<file path="src/rtl/receiver.sv">
// 8N1 UART receiver: 2-flop input synchroniser, mid-bit sampling, glitch rejection,
// framing-error detection and break handling.
`timescale 1ns/1ps
module receiver #(
  parameter int CLKS_PER_BIT = 5208
) (
  input  logic       clk,
  input  logic       rst,
  input  logic       rx,
  output logic [7:0] data,
  output logic       done,
  output logic       frame_err,
  output logic       busy
);

  localparam int HALF = (CLKS_PER_BIT - 1) / 2;
  localparam int CW   = $clog2(CLKS_PER_BIT);
  localparam logic [CW-1:0] HALF_C = CW'(HALF);
  localparam logic [CW-1:0] LAST_C = CW'(CLKS_PER_BIT - 1);

  typedef enum logic [2:0] {IDLE, START, DATA, STOP, BREAK} state_t;

  state_t          state;
  logic            rx_m;
  logic            rx_s;
  logic [CW-1:0]   cnt;
  logic [2:0]      idx;
  logic [7:0]      shreg;

  always_ff @(posedge clk or posedge rst) begin
    if (rst) begin
      rx_m <= 1'b1;
      rx_s <= 1'b1;
    end else begin
      rx_m <= rx;
      rx_s <= rx_m;
    end
  end

  always_ff @(posedge clk or posedge rst) begin
    if (rst) begin
      state     <= IDLE;
      cnt       <= '0;
      idx       <= '0;
      shreg     <= '0;
      data      <= '0;
      done      <= 1'b0;
      frame_err <= 1'b0;
      busy      <= 1'b0;
    end else begin
      done      <= 1'b0;
      frame_err <= 1'b0;
      case (state)
        IDLE: begin
          cnt <= '0;
          if (!rx_s) begin
            state <= START;
            busy  <= 1'b1;
          end
        end
        START: begin
          if (cnt == HALF_C) begin
            cnt <= '0;
            // Start bit must still be low at its centre, otherwise it was a glitch.
            if (!rx_s) begin
              state <= DATA;
              idx   <= '0;
            end else begin
              state <= IDLE;
              busy  <= 1'b0;
            end
          end else begin
            cnt <= cnt + CW'(1);
          end
        end
        DATA: begin
          if (cnt == LAST_C) begin
            cnt        <= '0;
            shreg[idx] <= rx_s;
            if (idx == 3'd7) state <= STOP;
            else             idx   <= idx + 3'd1;
          end else begin
            cnt <= cnt + CW'(1);
          end
        end
        STOP: begin
          if (cnt == LAST_C) begin
            cnt <= '0;
            if (rx_s) begin
              data  <= shreg;
              done  <= 1'b1;
              state <= IDLE;
              busy  <= 1'b0;
            end else begin
              frame_err <= 1'b1;
              state     <= BREAK;
            end
          end else begin
            cnt <= cnt + CW'(1);
          end
        end
        BREAK: begin
          // Line held low: wait for it to return high so a break yields one error only.
          cnt <= '0;
          if (rx_s) begin
            state <= IDLE;
            busy  <= 1'b0;
          end
        end
        default: begin
          state <= IDLE;
          cnt   <= '0;
          busy  <= 1'b0;
        end
      endcase
    end
  end

endmodule

</file>
<file path="config.mk">
export PLATFORM = sky130hd
export DESIGN_NAME = receiver
export DESIGN_NICKNAME = d
export VERILOG_FILES = /design/src/rtl/receiver.sv
export SDC_FILE = /design/constraint.sdc
export NUM_CORES = 1
export LEC_CHECK = 0
export BUFFER_PORTS_ARGS = -buffer_cell sky130_fd_sc_hd__buf_2
export CORE_MARGIN = 5
export CORE_UTILIZATION = 63
export DETAILED_ROUTE_END_ITERATION = 6
export HOLD_SLACK_MARGIN = 0.12
export PLACE_DENSITY = 0.83
export RECOVER_POWER = 25
export SYNTH_ARGS = -nofsm -noshare
export SYNTH_HDL_FRONTEND = slang
export SYNTH_SLANG_ARGS = --single-unit
</file>
<file path="constraint.sdc">
create_clock -name clk -period 3.66 [get_ports clk]
set_clock_uncertainty 0.2 [all_clocks]
set_input_delay 0.366 -clock clk [delete_from_list [all_inputs] [get_ports clk]]
set_output_delay 0.366 -clock clk [all_outputs]
set_load 0.02 [all_outputs]
</file>
# Word-level counts from Yosys, hierarchy flattened
# Cells that the tools add are included.
[word_totals] wordCells=70 register_bits=40 inputBits=3 output_inout_bits=11
[classes] muxes=31 bitwise_logic=1 eq_ne=15 n_addsub=2 n_reduce_logical=9 n_lt_le_gt_ge=2
[ops] op="$mux 3" count=11
[ops] op="$mux 13" count=2
[ops] op="$pmux 13 s2" count=1
[ops] op="$ne 2x2->1 const B" count=8
[ops] op="$pmux 3 s5" count=1
[ops] op="$add 13x1->13 const B" count=1
[ops] op="$eq 13x12->1 const B" count=1
[ops] op="$eq 13x13->1 const B" count=1
[ops] op="$mux 1" count=11
[ops] op="$bwmux 8" count=1
[ops] op="$eq 3x2->1 const B" count=2
[ops] op="$eq 3x3->1 const B" count=2
[ops] op="$pmux 3 s2" count=1
[ops] op="$reduce_and 6->1" count=1
[ops] op="$pmux 1 s5" count=1
[ops] op="$reduce_and 5->1" count=1
[ops] op="$lt 3x4->1 const B" count=1
[ops] op="$reduce_and 4->1" count=1
[ops] op="$add 3x1->3 const B" count=1
[ops] op="$demux 1 s3" count=1
[ops] op="$eq 3x1->1 const B" count=1
[ops] op="$ge 3x1->1 const B" count=1
[ops] op="$logic_not 3->1" count=1
[ops] op="$reduce_and 3->1" count=1
[ops] op="other kinds (6)" count=6

# Logic depth before layout (Yosys ltp)
[depth] ltp_word=5 mapped_depth=7 ltp_nobuf=7

# Worst setup path before layout
# OpenSTA, ideal clock, no wires.
[synth_timing] kind="register to register" start="register cnt[0]" end="register data[0]" period_less_slack_ps=2167 setup_time_ps=125 path_slack_ps=1493 path_stages_with_launch=7 n_path_buf=1 t_required_ps=3335 arrival_ps=1842 cell_sequence="dfrtp_1 > ha_1 > nand4bb_1 > or4_1 > buf_2 > nor2_8 > mux2_2"
[synth_via] elab_chain_len=2
[synth_lines] element="from (decl)" line_no="26" rtl="logic [CW-1:0] cnt;"
[synth_lines] element="from (signal assigned)" line_no="73" rtl="cnt <= cnt + CW'(1);"
[synth_lines] element="from (signal assigned)" line_no="83" rtl="cnt <= cnt + CW'(1);"
[synth_lines] element="from (signal assigned)" line_no="99" rtl="cnt <= cnt + CW'(1);"
[synth_lines] element="$eq 13x13->1" line_no="87" rtl="if (cnt == LAST_C) begin"
[synth_lines] element="$reduce_and 3->1 (no source line)"
[synth_lines] element="to (signal assigned)" line_no="90" rtl="data <= shreg;"
[synth_lines] element="to (decl)" line_no="10" rtl="output logic [7:0] data,"
# No other way between the ends.
# A chain may end at the register's enable or synchronous reset.

==> flow_summary.yaml <==
run_status:
  run_status: "finished, violations left"
  violations: "capacitance limit, slew limit"
synthesis:
  seq_area_frac_synth_pct: 51.9
  synth_edf_count: 0
  synth_top_area_cell: "dfrtp_1"
  syn-num-nets: 175
  synth_cell_types: 47
  synthArstFlopShare_pct: 100
  synth_area_um2: 1930
  ys.flop_type: "dfrtp_1"
  synth_top_area_share_pct: 49.2
  yosys_warnings: 0
  avgSynthCellArea_um2: 11.4
  synth-seq-cells: 40
  ys_top_cells_by_area: "dfrtp_1 (49%), mux2_2 (8.2%), nor2_1 (3.1%), dfstp_2 (2.7%), xor2_1 (2.7%)"
  postSynthCellCount: 169
layout:
  layout_common_cells: "dfrtp_1 (38), nor2_1 (16), mux2_2 (14)"
  layout_commonest_cell: "dfrtp_1"
  utilization_pct: 70.2
  drive_above_1_share_pct: 26.1
  final_nets: 189
  fin_cells: 217
  area_growth_syn_to_layout_pct: 9.07
  insertedDiodeCount: 0
sta:
  rsz0062_at_grt: "false"
  worst_pin_slew_ps: 2020
  setup_viol: 0
  fin_ws_ps: 1030
  timing.hold.ws_ps: 167
  fin_crit_ps: 2630
  max_slew_margin_pct: -34.7
  fmax_ghz: 0.380
  finalMaxSlewViolations: 41
  setup-tns-final_ps: 0
  hold_viol: 0
  fin_crit_sh_pct: 71.9
die:
  dieArea_um2: 4270
  coreArea_um2: 3000
  rows: 20
  ioPinCount: 14
  die_h_um: 65.4
  die_x_um: 65.4
  start_util_pct: 64.3
clock_network:
  clkLatencyLatePin_ps: 360
  cts_buffers: 5
  cts_tree: "done"
  cts_resized: 0
  clockRootBuffer: "clkbuf_4"
  clk_path_buf_depth: 2
  h-tree-depth: 2
  clk_pin_slew_ps: 120
  cts_setup_buffers: 0
  clkSinkCount: 40
flow_run:
  maxCapViolations: 1
setup_path:
  worstPathArrival_ps: 2510
  cpMaxStageDelayCell: "clkbuf_1"
  crit_chain: "dlygate4sd3_1 -> buf_2 -> inv_1 -> clkbuf_1"
  end_kind: "asynchronous set/reset pin"
  slowest_delay_ps: 1440
  path_max_fanout: 40
  worstPathRequired_ps: 3540
  ff2ff_path_depth: 5
  critPathKind: "input port to asynchronous set/reset pin"
  critPathLaunchType: "input port"
grt:
  antenna_found_initial: 0
  grt_use_total_pct: 19.8
  grt_pass1_vias: 1350
  grt_overflow_total: 0
  grt_max_degree: 41
  grt_pass1_wl_um: 6330
routing:
  vias: 1339
  drc: 0
  totalWireLength_um: 3590
  final_antenna_net_count: 0
  vias_per_cell: 6.17
  wl_per_cell_um: 16.5
  firstDrtPassIters: 4
  drt_iter0_drc: 97
placed_design:
  dp.cells: 207
  port_buffers: 13
  dp_slack_ps: 1200
  dp_hpwl_um: 2470
  place.gp.congestion: 0.897
min_path:
  min_path_cells: 0
  hold_class: "flop to flop"
power_and_ir_drop:
  max-vdd-ir-drop_v: 0.000314
  leakagePower_nw: 0.973
  cellPowerDensity_nw_per_um2: 365
[through the flow]
step | total power, mW | cell area (um2)
after floorplan | 0.463 | 1930
after global placement | 0.467 | 2000
after detailed placement | 0.468 | 2000
after CTS | 0.777 | 2110
after global routing | 0.795 | 2110
final | 0.769 | 2110
[cell type report]
cell class                      count  area, um2
Inverter                            3       11.3
Timing Repair Buffer               16       88.8
Sequential cell                    40       1000
Clock buffer                        6       51.3
Fill cell                         218        896
Multi-Input combinational cell    117        872
Clock inverter                      2       38.8
Tap cell                           33       41.3
[kinds of logic (layout without fill, tap and decap cells)]
group                      Yosys count  count (layout)  synth area share, %
DFF                                 40              40                 51.9
muxes                               17              17                 9.84
xor gates and xnor gates             9               9                 4.08
adders and majority gates            3               3                 1.94
AOI/OAI and AO/OA                   20              20                 7.32
buffers and inverters               12              27                 2.91
and+or+nand+nor                     68              68                 22.0
[what timing repair did]
item                                   4_1_cts  5_1_grt
hold buffers                                 2        0
setup endpoints to repair                    0        0
endpoints found under the hold margin       39        0
[final timing paths]
| path | to | from | slack (ps) |
|---|---|---|---|
| setup reg to reg | cnt[2] | cnt[0] | 1190 |
| setup / recovery | state[1] | rst | 1030 |
| max in group clk | cnt[2] | cnt[0] | 1190 |
| hold / removal | rx_s | rx_m | 170 |
| min in group asynchronous | data[5] | rst | 1060 |
| hold reg to reg | rx_s | rx_m | 170 |
[cell usage after synthesis (3+ instances only)]
master and count:
nor3_1 3, or3b_2 3, nand4_1 3, nor2_1 16, xnor2_1 3, a21oi_1 5
o2bb2ai_1 3, buf_2 3, xor2_1 6, nor2b_1 3, mux2_2 14, o21ai_0 3
clkbuf_1 5, ha_1 3, inv_1 3, nor4_1 3, nand2_1 9, dfrtp_1 38
nand3_1 6
[layer usage]
| layer | track usage, % | vias up | share of wire (%) |
|---|---|---|---|
| met5 | 0 | - | 0 |
| met4 | 8.81 | 0 | 2.3 |
| met3 | 5.30 | 9 | 3.4 |
| met2 | 31.5 | 22 | 50 |
| met1 | 25.3 | 668 | 44 |
| li1 | - | 640 | - |
[where the power goes]
| part | internal [mW] | total, mW | switching (mW) |
|---|---|---|---|
| registers | 0.444 | 0.447 | 0.00263 |
| clock network | 0.164 | 0.309 | 0.146 |
| logic | 0.00375 | 0.0131 | 0.00937 |
| total | 0.611 | 0.769 | 0.158 |
[worst max-delay path, delay by kind of cell]
family,cells,cell delay [ps]
buf+inv,4,2130
[registers in the layout (all words and copies together) (netlist names)]
| register | count |
|---|---|
| cnt | 13 |
| idx | 3 |
| shreg | 8 |
| rx_m | 1 |
| frame_err | 1 |
| done | 1 |
| data | 8 |
| state | 3 |
| rx_s | 1 |
| busy | 1 |
Power figures use the tool's default switching activity.
